[config.mk]
export PLATFORM = sky130hd
export DESIGN_NAME = mem_access_unit
export DESIGN_NICKNAME = d
export VERILOG_FILES = /design/src/rtl/mem_access_unit.sv
export SDC_FILE = /design/constraint.sdc
export NUM_CORES = 1
export LEC_CHECK = 0
export BUFFER_PORTS_ARGS = -buffer_cell sky130_fd_sc_hd__buf_2
export CAP_MARGIN = 15
export CORE_MARGIN = 2
export CORE_UTILIZATION = 35
export DETAILED_ROUTE_END_ITERATION = 8
export PLACE_DENSITY = 0.65
export SYNTH_ARGS = -nofsm -noshare
export SYNTH_HDL_FRONTEND = slang
export SYNTH_SLANG_ARGS = --single-unit
export TNS_END_PERCENT = 5
[constraint.sdc]
create_clock -name clk -period 1.5 [get_ports clk]
set_input_delay 0.075 -clock clk [delete_from_list [all_inputs] [get_ports clk]]
set_output_delay 0.075 -clock clk [all_outputs]
set_load 0.01 [all_outputs]
[src/rtl/mem_access_unit.sv]
// Load/store front end for the byte-lane data RAM: one request at a time, size/range/alignment
// checks, lane steering, load extension. MAU_ALIGN_FAULT_EN: fault on misaligned half/word.
module mem_access_unit #(
    parameter int ADDR_WIDTH = 10
) (
    input  logic        clk,
    input  logic        rst,
    input  logic        req_valid,
    output logic        req_ready,
    input  logic        req_write,
    input  logic [1:0]  req_size,
    input  logic        req_signed,
    input  logic [31:0] req_addr,
    input  logic [31:0] req_wdata,
    output logic        rsp_valid,
    input  logic        rsp_ready,
    output logic [31:0] rsp_rdata,
    output logic        rsp_fault,
    output logic [1:0]  ram_size,
    output logic        ram_we,
    output logic [31:0] ram_addr,
    output logic [31:0] ram_wdata,
    input  logic [31:0] ram_rdata
);

    typedef enum logic [1:0] {IDLE, ACCESS, DATA, RESP} state_t;

    state_t      state, state_next;
    logic        wr_q, sgn_q;
    logic        accept;
    logic        size_bad, range_bad, fault;
    logic [31:0] addr_eff;
    logic [31:0] wdata_steer;
    logic [31:0] load_ext;

    assign accept    = req_valid && req_ready;
    assign size_bad  = (req_size == 2'b11);
    assign range_bad = |req_addr[31:ADDR_WIDTH];

`ifdef MAU_ALIGN_FAULT_EN
    logic misalign;
    assign misalign = (req_size == 2'b01 && req_addr[0]) ||
                      (req_size == 2'b10 && req_addr[1:0] != 2'b00);
    assign fault    = size_bad | range_bad | misalign;
    assign addr_eff = req_addr;
`else
    assign fault = size_bad | range_bad;
    // Without alignment faults the low address bits are dropped so the RAM sees a natural access.
    always_comb begin
        addr_eff = req_addr;
        if (req_size == 2'b01) addr_eff[0] = 1'b0;
        else if (req_size == 2'b10) addr_eff[1:0] = 2'b00;
    end
`endif

    always_comb begin
        case (req_size)
            2'b00:   wdata_steer = {4{req_wdata[7:0]}};
            2'b01:   wdata_steer = {2{req_wdata[15:0]}};
            default: wdata_steer = req_wdata;
        endcase
    end

    always_comb begin
        case (ram_size)
            2'b00:   load_ext = sgn_q ? {{24{ram_rdata[7]}}, ram_rdata[7:0]}
                                      : {24'b0, ram_rdata[7:0]};
            2'b01:   load_ext = sgn_q ? {{16{ram_rdata[15]}}, ram_rdata[15:0]}
                                      : {16'b0, ram_rdata[15:0]};
            default: load_ext = ram_rdata;
        endcase
    end

    always_ff @(posedge clk) begin
        if (rst) state <= IDLE;
        else     state <= state_next;
    end

    always_comb begin
        state_next = state;
        case (state)
            IDLE:    if (accept) state_next = fault ? RESP : ACCESS;
            ACCESS:  state_next = wr_q ? RESP : DATA;
            DATA:    state_next = RESP;
            RESP:    if (rsp_ready) state_next = IDLE;
            default: state_next = IDLE;
        endcase
    end

    always_comb begin
        req_ready = (state == IDLE);
        rsp_valid = (state == RESP);
        ram_we    = (state == ACCESS) && wr_q && !rst;
    end

    // A faulting request leaves the RAM port untouched, so a reserved size never reaches it.
    always_ff @(posedge clk) begin
        if (rst) begin
            wr_q      <= 1'b0;
            sgn_q     <= 1'b0;
            rsp_rdata <= 32'b0;
            rsp_fault <= 1'b0;
            ram_size  <= 2'b00;
            ram_addr  <= 32'b0;
            ram_wdata <= 32'b0;
        end else begin
            if (accept) begin
                wr_q      <= req_write;
                sgn_q     <= req_signed;
                rsp_rdata <= 32'b0;
                rsp_fault <= fault;
                if (!fault) begin
                    ram_size  <= req_size;
                    ram_addr  <= addr_eff;
                    ram_wdata <= wdata_steer;
                end
            end
            if (state == DATA) rsp_rdata <= load_ext;
        end
    end

endmodule
Word-level counts from Yosys, hierarchy flattened

Index checks and enable logic that the tools add are counted.

Flip-flop bits (word level): 103
Bits in latches: 0
RAM bits: 0
ROM bits: 0
Input port bits: 104
Memories kept: 0

$add $sub $neg: 0
Multipliers: 0
Divide/modulo/power cells: 0
Order comparisons: 0
Eq/ne operators: 9
Shifts and indexed selects: 0
Multiplexer cells: 14
Bitwise logic cells: 2
Reductions and logical operators: 11

Operator list:

| cell                                                                   | count |
|---|---|
| 32-bit two-way mux                                                     | 4 |
| 32-bit case mux with 2 select lines                                    | 2 |
| 22-bit OR reduction                                                    | 1 |
| 2-bit equality test (second input constant)                            | 4 |
| 2-bit two-way mux                                                      | 4 |
| 2-bit case mux with 4 select lines                                     | 1 |
| 2-bit by 1-bit equality test with 1-bit output (second input constant) | 3 |
| 2-bit zero test                                                        | 3 |
| 2-bit by 1-bit != test with 1-bit output (second input constant)       | 2 |
| 2-bit AND reduction                                                    | 2 |
| 1-bit logical AND                                                      | 3 |
| 1-bit two-way mux                                                      | 3 |
| 2-bit nonzero test                                                     | 1 |
| 1-bit zero test                                                        | 1 |
| 1-bit inverter                                                         | 1 |
| 1-bit OR                                                               | 1 |

Longest topological paths before layout

Depth after elaboration: 5
Mapped depth: 8

Worst setup path before layout

OpenSTA, ideal clock, no wires.

Path kind: register -> register
Start: register state[0]
End: register ram_addr[22]
Data arrival time: 1,647 ps
Required time: 1,441 ps
Setup slack: -206 ps
Stages on the path, launching flop included: 9
Buffers on the path: 2
Period minus slack after synthesis: 1,706 ps
Cell sequence: dfxtp_1 > inv_1 > ha_1 > and2_0 > and3_1 > buf_4 > a21oi_4 > buf_6 > and2_1

Longest elaborated chain between the ends: 3

Ends and longest elaborated chain:

| item                          | line | text |
|---|---|---|
| start: declaration            | 28   | `state_t state, state_next;` |
| start signal: assignment      | 76   | `else state <= state_next;` |
| 2-bit zero test               | 91   | `req_ready = (state == IDLE);` |
| net req_ready                 | 9    | `output logic req_ready,` |
| 1-bit logical AND             | 36   | `assign accept = req_valid && req_ready;` |
| 2-bit AND reduction (no line) | --   |  |
| end signal: assignment        | 114  | `ram_addr <= addr_eff;` |
| end: declaration              | 21   | `output logic [31:0] ram_addr,` |

The timed path passes the listed nets, and every way through them passes these cells.
A chain may end at the register's enable or synchronous reset.

Final worst setup path

Start: register state[0]
End: register ram_wdata[2]

Longest elaborated chain between the ends: 3

Ends and longest elaborated chain:

| item                          | line | text |
|---|---|---|
| 2-bit zero test               | 91   |  |
| 1-bit logical AND             | 36   |  |
| 2-bit AND reduction (no line) | --   |  |
| end signal: assignment        | 115  | `ram_wdata <= wdata_steer;` |
| end: declaration              | 22   | `output logic [31:0] ram_wdata,` |

No other way between the ends.

==> metrics.txt <==
status finished with violations; failing checks setup timing; final worst setup slack -1.22 ps; synth top area cells dfxtp_1 46%, a21oi_1 7.0%, o21ai_0 6.8%; Die H 117 um; Avg Inst Size Synth 8.97 um^2; IO Port Bufs 205; setup TNS -1.22 ps; internal power 5080 uW; Final min period 1500 ps; final core occ 50.8%; count of different cell masters after synthesis 37; max cap viols 0; final hold violation count 0; Skew-Pair Late Insertion Delay 340 ps; initial core utilization 35.5%; Worst Tran Pin Value 446 ps; DP Wirelength 9.34 mm; combinational share of power 22.8%; Final setup viols 1; #FFs+latches synth 103; max-slew violations 0; drt total wl 13.7 mm; Routability Congestion 0.833; Yosys top cell by area dfxtp_1; TritonCTS clock tree yes; crit-path max FO 31; Arr. time, crit path 1780 ps; Max Root-Sink Buffers 2; Post-Syn Area 4440 um^2; largest net degree at the start of global routing 46; clk_skew 8.27 ps; CP required 1780 ps; net switching fraction of the power 27.8%; DRC viols 0; Cell Rows 41; Crit. End Element flop; Cells after Synth 495; worst min path class in -> reg; Synth top area share 46.5%; vias in the first global route 4,317; Placeable Area 12,500 um^2; Final ANT Viol Nets 0; die area 13,600 um^2; clock buffer count from CTS 9; final non-filler cell total 891; # fillers 1,209; Clock transition at path regs 70 ps; Final Total Pwr 7030 uW; Total Routing Usage GR 19.7%; clock sinks 103; DR vias 4,476; Post-CTS Setup Inserts 0; Clock power frac 35.8%; DRT iter0 DRCs 222; Max IR drop VDD 0.617 mV; max frequency 666 MHz; diodes inserted 0; CTS H-tree depth 3; headroom to the max-slew limit 70.2%; sequential share of power 41.3%; register area share after synthesis 46.5%; GR Overflow Total 0; initial antenna violation count 0; DP Cell Count 854; # nets final 823; Critical Path Source Type flop; first-pass GRT wire length 21.1 mm; Vias/cell 5.02; NetSw 1950 uW; syn nets 604; pre-CTS setup slack -63.5 ps; layout cells sized above 1 41.2%; drt first pass iters 4; synth warn 0; critical path class reg -> reg; RSZ-0062 raised after global routing yes; root buffer cell clkbuf_16; Boundary Pins 206; Avg WL per Cell 15.4 um; Chip Width 117 um; Power Dens Cells 1110 nW/um^2; Tcrit/Tclk final 100%; Leakage Power 0.00276 uW; Synth-to-Final Area Change 43.3%
routing by layer:
metal  wire [um]  GRT usage, %  vias up
li1            -             -     2196
met1        5890          23.9     2064
met2        6460          33.3      186
met3        1020          4.98       30
met4         314          8.39        0
met5           0             0        -
metrics by stage:
stage | hold slack (ps) | cell area [um^2]
after floorplan | 211 | 4460
after global placement | 323 | 5750
after detailed placement | 327 | 5750
after CTS | 2.01 | 6280
after global routing | 15.6 | 6360
final | 14.8 | 6360
power by group through the flow:
stage	Sequential, uW	Combinational (uW)	Clock (uW)
after floorplan	3000	810	0
after global placement	2960	1440	0
after detailed placement	2970	1480	0
after CTS	2900	1530	2600
after global routing	2910	1770	2690
final	2900	1610	2520
placed cells by master (no fill, tap or decap), types with 3 or more instances in the layout:
cell,instances
and2_1,21
clkbuf_16,9
dfxtp_1,101
o21ai_0,52
nand3_1,44
mux2_2,17
a21oi_2,10
a32oi_1,15
buf_4,17
nand2b_1,20
o21ai_1,8
buf_12,9
nor2_1,17
nand3b_1,16
nor2_2,3
buf_2,205
mux2i_1,9
dlygate4sd3_1,19
ha_1,3
o21a_1,9
nor4_1,3
nand2_1,23
a21oi_1,52
sequential cells by signal (all words and copies together), names as in the netlist:
| name | count |
|---|---|
| wr_q | 1 |
| ram_addr | 32 |
| rsp_rdata | 32 |
| rsp_fault | 1 |
| state | 2 |
| ram_wdata | 32 |
| ram_size | 2 |
| sgn_q | 1 |
synth_stat cells (all sizes together):
cell,number
a21oi,63
ha,5
dfxtp,103
o21ai,60
and4,1
nand3,44
a22oi,1
a21o,1
o211ai,1
or2,1
nor2,20
and3,1
mux2i,9
nand4,2
mux2,17
nand4b,1
buf,17
nand2b,20
clkbuf,28
nor3,1
o21a,9
and2,23
a211oi,2
nand3b,16
nor4,5
and4b,1
inv,4
a32oi,16
nand2,23
timing repair:
action                                  4_1_cts  5_1_grt
endpoints found under the hold margin        19        0
cloned                                        1        1
hold buffers                                 19        0
pin swaps                                     1       19
gates resized for setup                       3       28
endpoints found under the setup margin       25       72
cell families (layout without fill, tap and decap cells):
| group | count (synthesis) | after routing | share of synthesized area [%] |
|---|---|---|---|
| flip-flops | 103 | 103 | 46.5 |
| AO/OA/AOI/OAI | 153 | 154 | 19.8 |
| buffers and inverters | 49 | 272 | 6.32 |
| AND/OR/NAND/NOR | 159 | 159 | 19.7 |
| multiplexers | 26 | 26 | 6.34 |
| adder cells (fa/ha/maj) | 5 | 5 | 1.41 |
cell type report:
cell class,count,area (um^2),share of cell area (%)
Timing Repair Buffer,252,1550,24.3
Multi-Input combinational cell,344,2190,34.5
Sequential cell,103,2060,32.5
Tap cell,172,215,3.38
Clock buffer,9,225,3.54
Clock inverter,7,97.6,1.53
Inverter,4,15.0,0.236
final timing paths:
path,start,slack (ps),depth (start not counted),endpoint
worst max-delay path,state[0],-1,7,ram_wdata[2]
worst min-delay path,req_wdata[4],10,3,ram_wdata[4]
worst max register to register,state[0],-1,7,ram_wdata[2]
worst min register to register,ram_addr[22],450,1,ram_addr[22]
worst max-delay path, cell delays in order (launching register included):
cell	delay [ps]
dfxtp_2	330
inv_2	70
ha_4	150
and2_4	150
and3_4	250
buf_12	200
nand3_1	120
a21oi_2	160
(Power assumes the default switching activity.)
